## src/rtl/sysid_access_ctrl.sv

```systemverilog
// sysid_access_ctrl
// Arbitrates a single zero-wait sysid slave between a host Avalon-MM read
// port and an internal ID/timestamp self-check. A check reads address 0 then
// address 1 and compares both words against the expected constants. Host
// reads are stalled with waitrequest whenever a check is running or pending.
module sysid_access_ctrl #(
  parameter logic [31:0] EXPECTED_ID        = 32'd0,
  parameter logic [31:0] EXPECTED_TIMESTAMP = 32'd1460600513,
  parameter bit          AUTO_CHECK         = 1'b1
) (
  input  logic        clock,
  input  logic        reset_n,
  input  logic        check_start,
  input  logic        host_read,
  input  logic        host_address,
  output logic        host_waitrequest,
  output logic [31:0] host_readdata,
  output logic        host_readdatavalid,
  output logic        sid_address,
  input  logic [31:0] sid_readdata,
  output logic        check_busy,
  output logic        check_done,
  output logic        check_pass,
  output logic [31:0] id_value,
  output logic [31:0] ts_value,
  output logic [7:0]  fail_count
);

  typedef enum logic [2:0] {
    IDLE    = 3'd0,
    CHK_ID  = 3'd1,
    CHK_TS  = 3'd2,
    CHK_END = 3'd3,
    HOST    = 3'd4
  } state_t;

  state_t state_q;
  state_t state_d;

  logic start_pending;
  logic start_check;   // IDLE -> CHK_ID this cycle
  logic accept_read;   // IDLE -> HOST this cycle
  logic match;

  assign match = (id_value == EXPECTED_ID) && (ts_value == EXPECTED_TIMESTAMP);

  // State register; a synchronous reset drops any operation in flight.
  always_ff @(posedge clock) begin
    // NOTE: state and all registers use non-blocking assignments so every
    // flop samples pre-edge values regardless of process ordering.
    if (!reset_n) state_q <= IDLE;
    else          state_q <= state_d;
  end

  // Next-state decode, host acceptance and busy flag; a pending or new check
  // always wins over a host read arriving in the same IDLE cycle.
  always_comb begin
    // NOTE: every output of this block gets a default first so no path can
    // leave a value unassigned and infer a latch.
    state_d     = state_q;
    start_check = 1'b0;
    accept_read = 1'b0;
    check_busy  = 1'b0;
    unique case (state_q)
      IDLE: begin
        if (start_pending || check_start) begin
          state_d     = CHK_ID;
          start_check = 1'b1;
        end else if (host_read) begin
          state_d     = HOST;
          accept_read = 1'b1;
        end
      end
      HOST: state_d = IDLE;
      CHK_ID: begin
        check_busy = 1'b1;
        state_d    = CHK_TS;
      end
      CHK_TS: begin
        check_busy = 1'b1;
        state_d    = CHK_END;
      end
      CHK_END: begin
        check_busy = 1'b1;
        state_d    = IDLE;
      end
      default: state_d = IDLE;
    endcase
  end

  // A held host read simply stays stalled until an IDLE cycle accepts it.
  assign host_waitrequest = host_read && !accept_read;

  // Datapath: slave address, captured words, host data, strobes and result.
  always_ff @(posedge clock) begin
    if (!reset_n) begin
      start_pending      <= AUTO_CHECK;
      sid_address        <= 1'b0;
      host_readdata      <= 32'd0;
      host_readdatavalid <= 1'b0;
      check_done         <= 1'b0;
      check_pass         <= 1'b0;
      id_value           <= 32'd0;
      ts_value           <= 32'd0;
      fail_count         <= 8'd0;
    end else begin
      host_readdatavalid <= 1'b0;
      check_done         <= 1'b0;

      // Any number of requests while busy collapse into one further check.
      if (start_check)      start_pending <= 1'b0;
      else if (check_start) start_pending <= 1'b1;

      unique case (state_q)
        IDLE: begin
          if (start_check)      sid_address <= 1'b0;
          else if (accept_read) sid_address <= host_address;
        end
        HOST: begin
          host_readdata      <= sid_readdata;
          host_readdatavalid <= 1'b1;
        end
        CHK_ID: begin
          id_value    <= sid_readdata;
          sid_address <= 1'b1;
        end
        CHK_TS: begin
          ts_value <= sid_readdata;
        end
        CHK_END: begin
          check_pass <= match;
          check_done <= 1'b1;
          if (!match && (fail_count != 8'hFF)) fail_count <= fail_count + 8'd1;
        end
        default: ;
      endcase
    end
  end

endmodule

```

## config.mk

```make
export PLATFORM = sky130hd
export DESIGN_NAME = sysid_access_ctrl
export DESIGN_NICKNAME = d
export VERILOG_FILES = /design/src/rtl/sysid_access_ctrl.sv
export SDC_FILE = /design/constraint.sdc
export NUM_CORES = 1
export LEC_CHECK = 0
export ABC_AREA = 1
export CAP_MARGIN = 0
export CELL_PAD_IN_SITES_DETAIL_PLACEMENT = 0
export CELL_PAD_IN_SITES_GLOBAL_PLACEMENT = 1
export CORE_MARGIN = 2
export CORE_UTILIZATION = 29
export CTS_BUF_LIST = sky130_fd_sc_hd__clkbuf_16
export CTS_CLUSTER_DIAMETER = 50
export DETAILED_ROUTE_END_ITERATION = 10
export PLACE_DENSITY = 0.77
export SYNTH_ARGS = -nofsm -noshare
export SYNTH_HDL_FRONTEND = slang
export SYNTH_SLANG_ARGS = --single-unit
```

## constraint.sdc

```tcl
create_clock -name clock -period 1.3 [get_ports clock]
set_input_delay 0.26 -clock clock [delete_from_list [all_inputs] [get_ports clock]]
set_output_delay 0.26 -clock clock [all_outputs]
set_load 0.1 [all_outputs]
```

==> impl_metrics.ini <==
[worst_setup_path]
worstPathArrival_ns = 1.77
path_class = reg2reg
rrSetupSlack_ns = -0.19
cp.required_ns = 1.58
startpoint_type = register
r2r_cells = 11
crit_start = ts_value[6]
worstPathMaxFanout = 6
rr_endpoint = fail_count[2]
endpoint_kind = register
regToRegStartpoint = ts_value[6]

[yosys]
async_reset_ff_share_pct = 0
ys.flop_type = dfxtp_1
yosysMostFrequentCell = dfxtp_1
ys_ff_latch = 112
synth_top_cell_by_area = dfxtp_1
syn_area_um2 = 4390
yosysSeqAreaShare_pct = 51.1
syn_inst = 576
yosys_warnings = 0
synth_common_cells = dfxtp_1, nor2_1, a21oi_1, nand2_1, o21ai_0
synth_nets = 614
synth_cell_types = 27
synth.top_cells.by_area = dfxtp_1, nor2_1, a21oi_1, o21ai_0, nand2_1
synth.avg_cell_area_um2 = 7.62
synth_edf_count = 0
synth_top_area_share_pct = 51.1

[global_routing]
grt_max_degree = 41
antenna_found_initial = 0
overflow = 0
grt_pass1_vias = 4650
grt_usage_pct = 18.1
grt_pass1_wl_mm = 23.2

[worst_hold_path]
worst_hold_path.endpoint = start_pending
hold_class = in2reg
hold_start = reset_n
hold_depth = 3

[outcome]
violations = negative setup slack
status = finished with violations

[placement]
port_buffers = 146
dp_hpwl_mm = 10.9
pre_cts_slack_ns = -0.405
gp_congestion = 0.801

[clock_tree]
cts_root_buf = clkbuf_16
htreeDepth = 3
numCtsBuffers = 9
insertion_delay_ns = 0.35
ctsHoldBuffers = 0
clock-sinks = 112
clkTransAtPathRegs_ns = 0.08
tritoncts = done
clock_path_buffers = 2

[cells_and_area]
drive_gt1_share_pct = 47.6
diodes = 0
syn2layout_area_growth_pct = 97.4
final_util_pct = 59.2
num-nets-final = 846

[detailed_routing]
drt_iter0_markers = 236
route.antenna.remaining_nets = 0
firstDrtPassIters = 5
wl_mm = 15.2
viasPerCell = 4.66
wl_per_cell_um = 15.2
drc = 0
vias = 4642

[floorplanning]
start_util_pct = 30.0
die_w_um = 127
core-area_um2 = 14600
fp.dieH_um = 127
pin_count = 147
die_area_um2 = 16100
row_count = 44

[sta]
rsz0062_at_grt = true
setup_viol = 12
worst_pin_slew_ns = 0.242
skew_ns = 0.00870
finalWorstSetupSlack_ns = -0.191
slew_headroom_pct = 83.9
fmax_mhz = 671
period_minus_slack_ns = 1.49
hold_viol_final = 0
slew_viol_final = 0
fin_crit_sh_pct = 115

[run]
cap_violations = 0

[power]
p_per_area_nw_per_um2 = 1570
power.leakage_nw = 3.45
peakVddDrop_mv = 0.689
-- sequential cells by signal (all words and copies together) (netlist names) --
signal,cells
host_readdata,32
state_q,3
check_pass,1
id_value,32
host_readdatavalid,1
ts_value,32
check_done,1
fail_count,8
start_pending,1
sid_address,1
-- metal layers --
metal / GRT usage [%] / up-vias / share of wire [%]
met5: 0 / - / 0
met4: 5.75 / 0 / 0.67
met3: 3.81 / 7 / 5.6
met2: 31.2 / 117 / 50
met1: 22.6 / 2160 / 44
li1: - / 2358 / -
-- power by group --
part / leakage [nW] / internal, W / switching (W)
sequential: 0.952 / 0.00388 / 0.000257
clock: 0.142 / 0.00148 / 0.00124
combinational: 2.35 / 0.00254 / 0.00419
total: 3.45 / 0.00790 / 0.00569
-- repair_timing --
item	in CTS	in global routing
endpoints found under the setup margin	12	25
cloned	0	3
buffers inserted	6	1
gates resized for setup	31	49
pin swaps	17	15
-- kinds of logic (layout without fill, tap and decap cells) --
kind of cell,count (synthesis),after routing,share of synthesized area [%]
AND/OR/NAND/NOR,234,234,22.7
flip-flops,112,112,51.1
adder cells (fa/ha/maj),1,1,0.285
buffers and inverters,80,317,7.78
AO/OA/AOI/OAI,143,143,17.0
XOR/XNOR,6,6,1.20
-- through the flow --
step / power, W / hold WS, ns / setup TNS, ns / cells / cell area (um^2)
final: 0.0136 / 0.392 / -1.56 / 997 / 8670
after global routing: 0.0141 / 0.393 / -3.06 / 997 / 8670
after CTS: 0.0135 / 0.364 / -1.51 / 993 / 8470
after detailed placement: 0.0107 / 0.491 / -3.30 / 972 / 8050
after global placement: 0.0106 / 0.475 / -2.35 / 972 / 8050
after floorplan: 0.00791 / 0.414 / -1.71 / 576 / 4600
-- critical path: stages (launching register included) --
cell     delay (ns)
dfxtp_4        0.35
inv_2          0.03
nor2_1         0.07
nand2_1        0.09
nor2_4         0.15
nand2_2        0.09
nor2_4         0.16
nand2_4        0.12
buf_6          0.16
nand3_2        0.05
nand2_1        0.05
nor2_1         0.10
-- area by class of cell --
type / instances / area, um^2
clock inverters: 7 / 63.8
inverters: 44 / 171
fillers: 1271 / 5970
clock buffers: 9 / 225
flip-flops and latches: 112 / 2400
multi-input cells: 384 / 2030
repair buffers: 257 / 3550
well taps: 184 / 230
-- worst max-delay path by stage --
stage	to	slack, ns	cells after the start
finish	fail_count[2]	-0.19	11
global route	fail_count[2]	-0.27	11
CTS	host_waitrequest	-0.23	5
detailed placement	fail_count[4]	-0.41	10
global placement	fail_count[4]	-0.31	10
floorplan	fail_count[2]	-0.22	7
-- cells in the final DEF (no fill, tap or decap), types with 9 or more instances in the layout --
cell | Yosys | layout
inv_1 | 42 | 37
clkdlybuf4s50_1 | 0 | 35
nand2_1 | 67 | 59
o21ai_1 | 0 | 9
nand3_1 | 43 | 39
nor2_1 | 110 | 77
dfxtp_2 | 0 | 51
buf_6 | 3 | 9
o21ai_0 | 66 | 56
dfxtp_4 | 0 | 25
nor2_2 | 2 | 28
clkbuf_16 | 0 | 12
buf_4 | 0 | 93
a21oi_1 | 72 | 67
buf_12 | 0 | 116
dfxtp_1 | 112 | 36
Note: power is estimated with default switching activity, not from simulation.
